==> config.mk <==
export PLATFORM = sky130hd
export DESIGN_NAME = ram_lsu
export DESIGN_NICKNAME = d
export VERILOG_FILES = /design/src/rtl/ram_lsu.sv
export SDC_FILE = /design/constraint.sdc
export NUM_CORES = 1
export LEC_CHECK = 0
export CORE_MARGIN = 4
export CORE_UTILIZATION = 38
export CTS_BUF_LIST = sky130_fd_sc_hd__clkbuf_16
export CTS_CLUSTER_DIAMETER = 50
export DETAILED_ROUTE_END_ITERATION = 8
export GPL_TIMING_DRIVEN = 1
export PLACE_DENSITY_LB_ADDON = 0.08
export SYNTH_ARGS = -nofsm -noshare
export SYNTH_HDL_FRONTEND = slang
export SYNTH_SLANG_ARGS = --single-unit
==> constraint.sdc <==
create_clock -name clock -period 2 [get_ports clock]
set_clock_uncertainty 0.2 [all_clocks]
set_input_delay 0.4 -clock clock [delete_from_list [all_inputs] [get_ports clock]]
set_output_delay 0.4 -clock clock [all_outputs]
set_load 0.02 [all_outputs]
==> src/rtl/ram_lsu.sv <==
// ram_lsu: load/store unit sitting directly in front of a single-port,
// synchronous-read RAM. Accepts one word read or write per req/ready
// handshake, registers every RAM-side signal and returns read data with a
// one-cycle rvalid strobe three cycles after the read is accepted.
//
// Optional feature (macro LSU_ZERO_INIT_EN): after reset the LSU sweeps the
// whole RAM writing zeros (2**SZB cycles) before raising init_done/ready.
// With the macro undefined there is no sweep; the LSU is ready one cycle
// after reset.
//
// Parameters:
//   BIT  data word width (default `BIT_DATA), must match the RAM
//   SZB  address width, RAM depth 2**SZB (default `SZB_RAM), must match the RAM
//
// Ports:
//   clock, reset      clock and synchronous active-high reset
//   req, we, addr,    core request (held by the core until ready)
//   wdata
//   ready             request accepted on any cycle with req && ready
//   rvalid, rdata     read response strobe and data (rdata holds between reads)
//   init_done         high once requests can be accepted
//   ram_we, ram_addr, registered RAM controls
//   ram_d
//   ram_q             RAM read data, valid the cycle after ram_addr is presented

`ifndef BIT_DATA
`define BIT_DATA 8
`endif
`ifndef SZB_RAM
`define SZB_RAM 4
`endif

module ram_lsu #(
   parameter int unsigned BIT = `BIT_DATA,
   parameter int unsigned SZB = `SZB_RAM
) (
   input  logic           clock,
   input  logic           reset,
   input  logic           req,
   input  logic           we,
   input  logic [SZB-1:0] addr,
   input  logic [BIT-1:0] wdata,
   output logic           ready,
   output logic           rvalid,
   output logic [BIT-1:0] rdata,
   output logic           init_done,
   output logic           ram_we,
   output logic [SZB-1:0] ram_addr,
   output logic [BIT-1:0] ram_d,
   input  logic [BIT-1:0] ram_q
);

   typedef enum logic [1:0] {
      IDLE    = 2'd0,
      RD_ADDR = 2'd1,
      RD_DATA = 2'd2
`ifdef LSU_ZERO_INIT_EN
      ,
      INIT    = 2'd3
`endif
   } state_t;

   state_t         state, state_n;
   logic           ready_n;
   logic           rvalid_n;
   logic [BIT-1:0] rdata_n;
   logic           init_done_n;
   logic           ram_we_n;
   logic [SZB-1:0] ram_addr_n;
   logic [BIT-1:0] ram_d_n;

`ifdef LSU_ZERO_INIT_EN
   logic [SZB-1:0] cnt, cnt_n;
`endif

   // State and output registers
   always_ff @(posedge clock) begin
      if (reset) begin
`ifdef LSU_ZERO_INIT_EN
         state     <= INIT;
         cnt       <= '0;
`else
         state     <= IDLE;
`endif
         ready     <= 1'b0;
         rvalid    <= 1'b0;
         rdata     <= '0;
         init_done <= 1'b0;
         ram_we    <= 1'b0;
         ram_addr  <= '0;
         ram_d     <= '0;
      end else begin
         state     <= state_n;
`ifdef LSU_ZERO_INIT_EN
         cnt       <= cnt_n;
`endif
         ready     <= ready_n;
         rvalid    <= rvalid_n;
         rdata     <= rdata_n;
         init_done <= init_done_n;
         ram_we    <= ram_we_n;
         ram_addr  <= ram_addr_n;
         ram_d     <= ram_d_n;
      end
   end

   // Next-state and next-output logic
   always_comb begin
      state_n     = state;
      ready_n     = 1'b0;
      rvalid_n    = 1'b0;
      rdata_n     = rdata;
      init_done_n = init_done;
      ram_we_n    = 1'b0;
      ram_addr_n  = ram_addr;
      ram_d_n     = ram_d;
`ifdef LSU_ZERO_INIT_EN
      cnt_n       = cnt;
`endif

      case (state)
         IDLE: begin
            ready_n     = 1'b1;
            init_done_n = 1'b1;
            // ready is still low on the first cycle after reset, so a
            // request is only taken once ready has actually been shown
            if (req && ready) begin
               ram_addr_n = addr;
               if (we) begin
                  ram_we_n = 1'b1;
                  ram_d_n  = wdata;
               end else begin
                  state_n = RD_ADDR;
                  ready_n = 1'b0;
               end
            end
         end

         // RAM samples ram_addr at the end of this cycle
         RD_ADDR: state_n = RD_DATA;

         // ram_q now holds the addressed word
         RD_DATA: begin
            rdata_n  = ram_q;
            rvalid_n = 1'b1;
            ready_n  = 1'b1;
            state_n  = IDLE;
         end

`ifdef LSU_ZERO_INIT_EN
         INIT: begin
            // Last sweep write is on the RAM port: stop and open for requests
            if (ram_we && (ram_addr == '1)) begin
               state_n     = IDLE;
               ready_n     = 1'b1;
               init_done_n = 1'b1;
            end else begin
               ram_we_n   = 1'b1;
               ram_addr_n = cnt;
               ram_d_n    = '0;
               cnt_n      = cnt + SZB'(1);
            end
         end
`endif

         default: state_n = IDLE;
      endcase
   end

endmodule

==> out/metrics.csv <==
metric,value,unit
initial core utilization,0.414,
Post-synth EDFFs,0,
RR Endpoint,ram_d[3],
max incr delay on CP,0.61,ns
post-route ant nets,0,
Synth Net Count,128,
Combinational Power Share,0.132,
Core Box Area,2320,um2
M2 GR Usage,0.252,
most frequent cell after synthesis,dfxtp_1,
sequential-to-total area share from yosys stat,0.542,
Root Buffer,clkbuf_16,
r2r setup slk,0.42,ns
fin cells,176,
drt drc,0,
Final Setup Violations,0,
total gr overflow,0,
clock edge transition at the registers on the reported setup and hold paths,0.06,ns
Ys Warns,0,
met1 usage,0.168,
Routed WL,2.24,mm
switching pwr,222,uW
DRT iter0 DRCs,15,
Crit. End Element,output port,
cts hold-fix bufs,0,
Area growth syn-to-layout,59.9,%
Crit Path Max Fanout,3,
placed insts,173,
Critical Path Slowest Stage Cell,clkdlybuf4s50_1,
clk sinks,26,
GRT Util Overall,0.146,
vias in the first global route,875,
power density over the cells,721,nW/um2
largest net degree at the start of global routing,35,
count of state elements after synthesis,26,
Flop pwr share,0.490,
CP Data Arrival Time,1.21,ns
number of diodes,0,
Area after DPL,1460,um2
Inserted Clock Buffers,3,
Ports,48,
"critical path, cell by cell",clkdlybuf4s50_1,
Worst Setup SP,ready,
Async SR Flop Fraction,0,
CTS tree,yes,
Post-Syn Area,961,um2
status,finished clean,
unrepaired setup endpoints after global routing,false,
Tightest Pin Transition,0.531,ns
Worst EP required,1.40,ns
Hold Crit Class,reg2reg,
via count,866,
Int Pwr,886,uW
Fillers,197,
end of the critical path,ready,
H-tree depth,1,
Tcrit/Tclk final,0.906,
slew margin rel.,0.645,
Die Y,58.3,um
share of Yosys cell area claimed by the top area cell type,0.542,
startpoint types,register,
Mapped Cells,104,
dominant synthesized flop cell,dfxtp_1,
first-pass GRT wire length,3.87,mm
Die ar.,3400,um2
endpoints failing hold,0,
RePlAce Congestion,0.738,
Max Freq,552,MHz
initial antenna violation count,0,
GR Util met3,0.0601,
area occupied by multi-input gates,400,um2
Vias per Instance,4.92,
leakage,0.539,nW
min cycle time layout,1.81,ns
Layout Nets,174,
VDD IR-drop max,0.832,mV
postcts setup bufs,0,
"Design Area, Final",1540,um2
Max-cap violations,0,
Post-DP HPWL,1.61,mm
TritonRoute pass-1 iters,4,
layout cells sized above 1,0.0473,
Switching Share,0.201,
Max clock buf depth,2,
Die W,58.3,um
Clk pwr share,0.377,
worst r2r path cells,3,
register area,520,um2
number of core rows,17,
Slew Limit Fails,0,
critical path's top delay family,buffers and inverters,
Area contributors post-synth,"dfxtp_1 (54%), nand4b_1 (7.3%), nand2_1 (6.3%), nand2b_1 (5.9%), a21oi_1 (4.2%)",
Yosys top cell by area,dfxtp_1,
leading cell types by count after synthesis,"dfxtp_1 (26), nand2_1 (16), nand2b_1 (9), nor2_1 (9)",
WP buf/inv,1,
DR WL/cell,12.7,um
mean post-synth cell area,9.24,um2
Netlist cell types,18,
CP Depth,1,
worst skew pair latency,0.25,ns
Critical R2R Launch,state[0],
Crit Path Category,reg2out,
IO Port Bufs,47,
Most Crowded Layer GR,met2,
Resize count post-CTS,0,
-- cell type report --
| cell class | instances | area share |
|---|---|---|
| Tap cell | 28 | 0.0228 |
| Timing Repair Buffer | 50 | 0.329 |
| Clock buffer | 3 | 0.0489 |
| Multi-Input combinational cell | 69 | 0.261 |
| Sequential cell | 26 | 0.339 |
-- worst min path at each step --
stage / to / startpoint / slack, ns / cells after the start
final: rdata[6] / rdata[6] / 0.26 / 2
after global routing: rdata[6] / rdata[6] / 0.28 / 2
after CTS: rdata[2] / rdata[2] / 0.26 / 2
after detailed placement: rdata[2] / rdata[2] / 0.25 / 2
after global placement: rdata[4] / rdata[4] / 0.24 / 2
after floorplan: ready / state[0] / 0.26 / 1
-- through the flow --
stage / hold slack, ns / power (mW) / worst slack, ns / TNS (ns) / utilization
6_report: 0.257 / 1.11 / 0.188 / 0 / 0.663
4_1_cts: 0.260 / 1.12 / 0.181 / 0 / 0.663
3_5_place_dp: 0.252 / 0.701 / -0.0190 / -0.0276 / 0.630
3_3_place_gp: 0.241 / 0.699 / 0.0651 / 0 / 0.630
5_1_grt: 0.275 / 1.16 / 0.0847 / 0 / 0.663
2_1_floorplan: 0.264 / 0.615 / 0.435 / 0 / -
-- kinds of logic after synthesis --
logic type / after synthesis / synth area share
buffers and inverters: 9 / 0.0482
AND/OR/NAND/NOR: 48 / 0.276
flip-flops: 26 / 0.542
multiplexers: 4 / 0.0417
AO/OA/AOI/OAI: 17 / 0.0925
-- sequential cells by signal, summed over array words and instances (netlist names) --
register	cells
rvalid	1
ram_we	1
ready	1
rdata	8
init_done	1
ram_addr	4
state	2
ram_d	8
-- layer usage --
layer	vias to the layer above	routed length, um
li1	437	-
met1	397	999
met2	30	1060
met3	2	171
met4	0	11
met5	-	0
-- power by group through the flow --
stage	Combinational (mW)	Clock [mW]	Sequential (mW)
finish	0.147	0.418	0.543
detailed placement	0.147	0	0.554
global route	0.157	0.458	0.545
global placement	0.146	0	0.553
floorplan	0.0431	0	0.571
CTS	0.148	0.431	0.543
-- cells in the final DEF, fill, tap and decap left out, types with 3 or more instances in the layout --
master and instances:
a21oi_1 8, clkbuf_16 3, clkdlybuf4s50_1 47, dfxtp_1 26, mux2i_1 4, nand2_1 16
nand2b_1 9, nand4b_1 8, nor2_1 9, o21ai_0 8
Note: power is estimated with default switching activity, not from simulation.
